$ cat config.mk
export PLATFORM = sky130hd
export DESIGN_NAME = fp_div_serial
export DESIGN_NICKNAME = d
export VERILOG_FILES = /design/src/rtl/fp_div_serial.sv
export SDC_FILE = /design/constraint.sdc
export NUM_CORES = 1
export LEC_CHECK = 0
export CORE_MARGIN = 2
export CORE_UTILIZATION = 34
export DETAILED_ROUTE_END_ITERATION = 8
export GPL_TIMING_DRIVEN = 0
export HOLD_SLACK_MARGIN = 0.03
export SYNTH_ARGS = -nofsm -noshare
export SYNTH_HDL_FRONTEND = slang
export SYNTH_SLANG_ARGS = --single-unit
$ cat constraint.sdc
create_clock -name clk -period 5.22 [get_ports clk]
set_clock_uncertainty 0.05 [all_clocks]
set_input_delay 0.783 -clock clk [delete_from_list [all_inputs] [get_ports clk]]
set_output_delay 0.783 -clock clk [all_outputs]
set_load 0.01 [all_outputs]
$ cat src/rtl/fp_div_serial.sv
// Multi-cycle IEEE-754-style divider: radix-2 restoring mantissa division, one
// quotient bit per cycle, round-to-nearest-even, full special-case handling.
module fp_div_serial #(
  parameter int EXP_W = 8,
  parameter int MAN_W = 23,
  localparam int DATA_W = 1 + EXP_W + MAN_W
) (
  input  logic              clk,
  input  logic              rst,
  input  logic              start,
  input  logic [DATA_W-1:0] op_a,
  input  logic [DATA_W-1:0] op_b,
  output logic              busy,
  output logic              done,
  output logic [DATA_W-1:0] res,
  output logic              overflow,
  output logic              underflow,
  output logic              invalid,
  output logic              div_by_zero,
  output logic [1:0]        dbg_state
);

  localparam int BIAS  = (1 << (EXP_W - 1)) - 1;
  localparam int SIG_W = MAN_W + 1;
  localparam int Q_W   = MAN_W + 3;
  localparam int E_W   = EXP_W + 2;
  localparam int CNT_W = $clog2(MAN_W + 3);

  localparam logic [CNT_W-1:0]  CNT_LAST = CNT_W'(MAN_W + 2);
  localparam logic [E_W-1:0]    EXP_MAX  = E_W'((1 << EXP_W) - 1);
  localparam logic [DATA_W-1:0] QNAN     = {1'b0, {EXP_W{1'b1}}, 1'b1, {(MAN_W-1){1'b0}}};

  typedef enum logic [1:0] {
    S_IDLE  = 2'd0,
    S_DIV   = 2'd1,
    S_ROUND = 2'd2
  } state_t;

  state_t state, state_nx;

  logic [CNT_W-1:0]  cnt;
  logic [DATA_W-1:0] a_q, b_q;
  logic [SIG_W:0]    rem_q;
  logic [Q_W-1:0]    quo_q;

  // Handshake: start is taken only while busy=0 (including the done cycle);
  // busy stays high until the single-cycle done pulse, and res/flags hold
  // from that pulse until the next one.
  logic accept;
  assign accept = (state == S_IDLE) && start;

  always_ff @(posedge clk or posedge rst) begin
    if (rst) state <= S_IDLE;
    else     state <= state_nx;
  end

  always_comb begin
    state_nx = state;
    case (state)
      S_IDLE:  if (start) state_nx = S_DIV;
      S_DIV:   if (cnt == CNT_LAST) state_nx = S_ROUND;
      S_ROUND: state_nx = S_IDLE;
      default: state_nx = S_IDLE;
    endcase
  end

  always_comb begin
    busy      = (state != S_IDLE);
    dbg_state = state;
  end

  // Restoring step: the partial remainder always stays below twice the divisor.
  logic [SIG_W:0] div_mb, rem_diff, rem_shift;
  logic           q_bit;

  always_comb begin
    div_mb    = {2'b01, b_q[MAN_W-1:0]};
    q_bit     = (rem_q >= div_mb);
    rem_diff  = q_bit ? (rem_q - div_mb) : rem_q;
    rem_shift = {rem_diff[SIG_W-1:0], 1'b0};
  end

  always_ff @(posedge clk or posedge rst) begin
    if (rst) begin
      a_q   <= '0;
      b_q   <= '0;
      rem_q <= '0;
      quo_q <= '0;
      cnt   <= '0;
    end else if (accept) begin
      a_q   <= op_a;
      b_q   <= op_b;
      rem_q <= {2'b01, op_a[MAN_W-1:0]};
      quo_q <= '0;
      cnt   <= '0;
    end else if (state == S_DIV) begin
      rem_q <= rem_shift;
      quo_q <= {quo_q[Q_W-2:0], q_bit};
      cnt   <= cnt + 1'b1;
    end
  end

  logic             a_sign, b_sign, r_sign;
  logic [EXP_W-1:0] a_exp, b_exp;
  logic [MAN_W-1:0] a_frac, b_frac;
  logic             a_zero, a_inf, a_nan, b_zero, b_inf, b_nan;

  always_comb begin
    {a_sign, a_exp, a_frac} = a_q;
    {b_sign, b_exp, b_frac} = b_q;
    r_sign = a_sign ^ b_sign;
    a_zero = (a_exp == '0);
    a_inf  = (a_exp == '1) && (a_frac == '0);
    a_nan  = (a_exp == '1) && (a_frac != '0);
    b_zero = (b_exp == '0);
    b_inf  = (b_exp == '1) && (b_frac == '0);
    b_nan  = (b_exp == '1) && (b_frac != '0);
  end

  logic             norm, guard, sticky, inc;
  logic [SIG_W-1:0] sig;
  logic [SIG_W:0]   sig_rnd;
  logic [E_W-1:0]   exp_fin;
  logic [DATA_W-1:0] res_nx;
  logic             ovf_nx, unf_nx, inv_nx, dz_nx;

  always_comb begin
    // A quotient below 1.0 has its leading one one place lower.
    norm = ~quo_q[Q_W-1];
    if (norm) begin
      sig    = quo_q[Q_W-2:1];
      guard  = quo_q[0];
      sticky = |rem_q;
    end else begin
      sig    = quo_q[Q_W-1:2];
      guard  = quo_q[1];
      sticky = quo_q[0] | (|rem_q);
    end
    inc     = guard & (sticky | sig[0]);
    sig_rnd = {1'b0, sig} + {{SIG_W{1'b0}}, inc};
    exp_fin = {2'b00, a_exp} - {2'b00, b_exp} + E_W'(BIAS)
              - {{(E_W-1){1'b0}}, norm} + {{(E_W-1){1'b0}}, sig_rnd[SIG_W]};

    res_nx = {r_sign, exp_fin[EXP_W-1:0], sig_rnd[MAN_W-1:0]};
    ovf_nx = 1'b0;
    unf_nx = 1'b0;
    inv_nx = 1'b0;
    dz_nx  = 1'b0;

    if (a_nan || b_nan || (a_zero && b_zero) || (a_inf && b_inf)) begin
      res_nx = QNAN;
      inv_nx = 1'b1;
    end else if (b_zero) begin
      res_nx = {r_sign, {EXP_W{1'b1}}, {MAN_W{1'b0}}};
      dz_nx  = 1'b1;
    end else if (a_inf) begin
      res_nx = {r_sign, {EXP_W{1'b1}}, {MAN_W{1'b0}}};
    end else if (a_zero || b_inf) begin
      res_nx = {r_sign, {(DATA_W-1){1'b0}}};
    end else if ($signed(exp_fin) >= $signed(EXP_MAX)) begin
      res_nx = {r_sign, {EXP_W{1'b1}}, {MAN_W{1'b0}}};
      ovf_nx = 1'b1;
    end else if ($signed(exp_fin) <= $signed({E_W{1'b0}})) begin
      res_nx = {r_sign, {(DATA_W-1){1'b0}}};
      unf_nx = 1'b1;
    end
  end

  always_ff @(posedge clk or posedge rst) begin
    if (rst) begin
      done        <= 1'b0;
      res         <= '0;
      overflow    <= 1'b0;
      underflow   <= 1'b0;
      invalid     <= 1'b0;
      div_by_zero <= 1'b0;
    end else if (state == S_ROUND) begin
      done        <= 1'b1;
      res         <= res_nx;
      overflow    <= ovf_nx;
      underflow   <= unf_nx;
      invalid     <= inv_nx;
      div_by_zero <= dz_nx;
    end else begin
      done <= 1'b0;
    end
  end

endmodule

==> results.json <==
{
  "synth_cell_types": 77,
  "ys_seq_elements": 159,
  "crit_slowest_cell": "fa_1",
  "gp_congestion": 0.911,
  "netlist_instances": 1101,
  "vias_per_cell": 5.14,
  "start_util_pct": 34.4,
  "grt_start_max_net_pins": 125,
  "place_inst": 1586,
  "synth-async-reset-ratio_pct": 100,
  "holdWs_ns": 0.433,
  "overflow": 0,
  "period_needed_ns": 4.97,
  "final_cell_count_no_fill": 1627,
  "syn_nets": 1213,
  "firstDrtPassIters": 5,
  "fin_tns_setup_ns": 0,
  "final_area_sq_mm": 0.0118,
  "setup_viol": 0,
  "pin_count": 107,
  "grt_usage_pct": 18.9,
  "cp-end-kind": "register",
  "htreeDepth": 4,
  "worst_pin_slew_ns": 1.19,
  "num_vias": 8365,
  "die_area_sq_mm": 0.0294,
  "synth-edff-count": 0,
  "drive_above_1_share_pct": 7.05,
  "hpwl_um": 20300,
  "power.total_mw": 9.31,
  "cts_buffer_depth": 2,
  "fin_nets": 1348,
  "critical_path_class": "reg2reg",
  "core_sq_mm": 0.0277,
  "worstPathMaxFanout": 19,
  "root_buffer": "clkbuf_16",
  "ys_seq_area_share_pct": 41.8,
  "max_stage_delay_ns": 0.40,
  "grt_pass1_vias": 8179,
  "hold_viol_final": 0,
  "layout_worst_path_cycle_share_pct": 95.3,
  "fp-row-count": 61,
  "post-place-ws_ns": -0.933,
  "hold_buffers": 0,
  "final_max_slew_viol_count": 0,
  "relSlewSlack_pct": 18.5,
  "fmax_mhz": 201,
  "cp_data_arrival_time_ns": 5.25,
  "drt-initial-drc-count": 489,
  "wl_um": 26800,
  "die-width_um": 171,
  "wire_per_inst_um": 16.4,
  "drc_errors": 0,
  "critPathLaunchType": "register",
  "hold_path.class": "reg2reg",
  "io_buffers": 106,
  "areaGrowthSynthToFinish_pct": 23.9,
  "synth_area_sq_mm": 0.00953,
  "cts_sinks": 159,
  "synthFlopType": "dfrtp_1",
  "maxCapViolCount": 0,
  "antenna_found_initial": 0,
  "crit_chain": "buf_6, buf_12, buf_4, mux2_2, ha_2, and4_1, nand4_1, nor4_4, nand4_2, nor2_4, fa_1, ha_1, inv_1, fa_1, nor2b_1, o31a_1, a21oi_1, or3_4, o31ai_4, nor3_2, buf_4, buf_2, a32o_1",
  "insertion_delay_ns": 0.44,
  "die_h_um": 171,
  "syn_area_per_cell_sq_um": 8.65,
  "cts_tree": "done",
  "irDropWorstVdd_uv": 417,
  "fin_ws_ns": 0.245,
  "worstPathRequired_ns": 5.50,
  "diodes": 0,
  "clkTransAtPathRegs_ns": 0.07,
  "p_leak_nw": 5.13,
  "postLayoutCoreUtil_pct": 42.6,
  "power_density_mw_per_mm2": 789,
  "grt_pass1_wl_um": 43300,
  "drt.antenna.violating_nets": 0,
  "cts_buffers": 17,
  "status": "completed",
  "yosys_warnings": 0,
  "post_dp_cell_area_sq_mm": 0.0111
}
Yosys cell counts (all sizes together), types with 2 or more instances:
| master | number | area (sq um) |
|---|---|---|
| xor2 | 31 | 272 |
| a211oi | 9 | 67.6 |
| o32ai | 2 | 36.3 |
| ha | 41 | 513 |
| mux2i | 16 | 160 |
| and3 | 9 | 56.3 |
| o211ai | 15 | 113 |
| a221o | 2 | 20.0 |
| a222oi | 4 | 40.0 |
| nand2 | 240 | 901 |
| xnor2 | 18 | 158 |
| or4 | 4 | 30.0 |
| o41ai | 2 | 17.5 |
| and4 | 4 | 35.0 |
| clkbuf | 38 | 144 |
| nor2b | 10 | 62.6 |
| nand3 | 26 | 130 |
| nand3b | 3 | 22.5 |
| a31o | 2 | 17.5 |
| inv | 62 | 233 |
| fa | 4 | 80.1 |
| nor2 | 61 | 229 |
| nand4 | 16 | 121 |
| a311oi | 3 | 26.3 |
| a32o | 4 | 40.0 |
| o31a | 3 | 26.3 |
| a31oi | 9 | 56.3 |
| o21a | 8 | 60.1 |
| nor4 | 18 | 134 |
| a21oi | 51 | 259 |
| a22o | 21 | 184 |
| o31ai | 8 | 70.1 |
| a21boi | 7 | 52.6 |
| nor3 | 15 | 80.1 |
| o2111ai | 2 | 17.5 |
| nand2b | 8 | 50.1 |
| mux2 | 4 | 48.8 |
| and2 | 10 | 62.6 |
| o21ai | 96 | 484 |
| a21o | 14 | 105 |
| buf | 17 | 116 |
| o221a | 5 | 56.3 |
| dfrtp | 159 | 3980 |
| or3 | 5 | 31.3 |
worst paths after layout:
check                      slack (ns)             startpoint               endpoint  cells after the start
setup / recovery                 0.25  quo_q[25]$_DFFE_PP0P_    res[17]$_DFFE_PP0P_                     23
hold / removal                   0.43     a_q[6]$_DFFE_PP0P_     a_q[6]$_DFFE_PP0P_                      2
setup reg to reg                 0.25  quo_q[25]$_DFFE_PP0P_    res[17]$_DFFE_PP0P_                     23
hold reg to reg                  0.43     a_q[6]$_DFFE_PP0P_     a_q[6]$_DFFE_PP0P_                      2
max in group asynchronous        3.53                    rst  rem_q[18]$_DFFE_PP0P_                      3
min in group asynchronous        0.64                    rst     res[5]$_DFFE_PP0P_                      2
state kept, by name, indices dropped and copies added, names as in the netlist:
| signal | cells |
|---|---|
| overflow | 1 |
| invalid | 1 |
| res | 32 |
| a_q | 32 |
| div_by_zero | 1 |
| quo_q | 26 |
| dbg_state | 2 |
| rem_q | 25 |
| underflow | 1 |
| done | 1 |
| b_q | 32 |
| cnt | 5 |
power breakdown:
part           switching [mW]  internal [mW]  total, mW
clock                   0.572          0.720       1.29
combinational            3.51           2.42       5.93
sequential              0.397           1.69       2.09
total                    4.48           4.83       9.31
cell type report:
cell class,instances,area (sq um)
fill,2769,15900
tap,378,473
clock buffer,17,425
multi-input combinational,825,5090
clock inverter,15,174
inverter,62,240
timing repair buffer,117,1160
sequential,159,3980
buffer,54,260
worst max-delay path, delay by kind of cell (launching register included):
family	cells	cell delay [ns]
AOI/OAI and AO/OA	4	0.76
adders and majority gates	4	0.98
buffers and inverters	6	0.87
DFF	1	0.39
muxes	1	0.24
and+or+nand+nor	8	1.57
repair_timing:
| action | 4_1_cts | 5_1_grt |
|---|---|---|
| cloned | 0 | 0 |
| pin swaps | 6 | 5 |
| gates resized for setup | 5 | 6 |
| setup endpoints to repair | 33 | 32 |
| buffers inserted | 8 | 2 |
| endpoints found under the hold margin | 0 | 0 |
placed cells by master (no fill, tap or decap), types with 16 or more instances in the layout:
| master | instances |
|---|---|
| nor2_1 | 60 |
| xor2_1 | 31 |
| clkbuf_16 | 17 |
| inv_1 | 61 |
| clkdlybuf4s50_1 | 106 |
| dfrtp_1 | 159 |
| nand2_1 | 240 |
| o21ai_0 | 92 |
| mux2i_1 | 16 |
| xnor2_1 | 17 |
| a21oi_1 | 50 |
| a22o_1 | 21 |
| ha_1 | 40 |
| clkbuf_1 | 35 |
| nand3_1 | 26 |
| buf_4 | 16 |
metal layers:
layer | up-vias | routed length [um] | GRT usage [%]
li1 | 4141 | - | -
met1 | 4016 | 12600 | 25.0
met2 | 179 | 12700 | 32.5
met3 | 29 | 990 | 2.62
met4 | 0 | 408 | 5.20
met5 | - | 0 | 0
logic make-up after synthesis:
group	count (synthesis)	share of synthesized area, %
adders and majority gates	45	6.22
AOI/OAI and AO/OA	276	19.2
muxes	20	2.19
buffers and inverters	117	5.17
and+or+nand+nor	435	20.9
DFF	159	41.8
xor gates and xnor gates	49	4.50
Power figures use the tool's default switching activity.
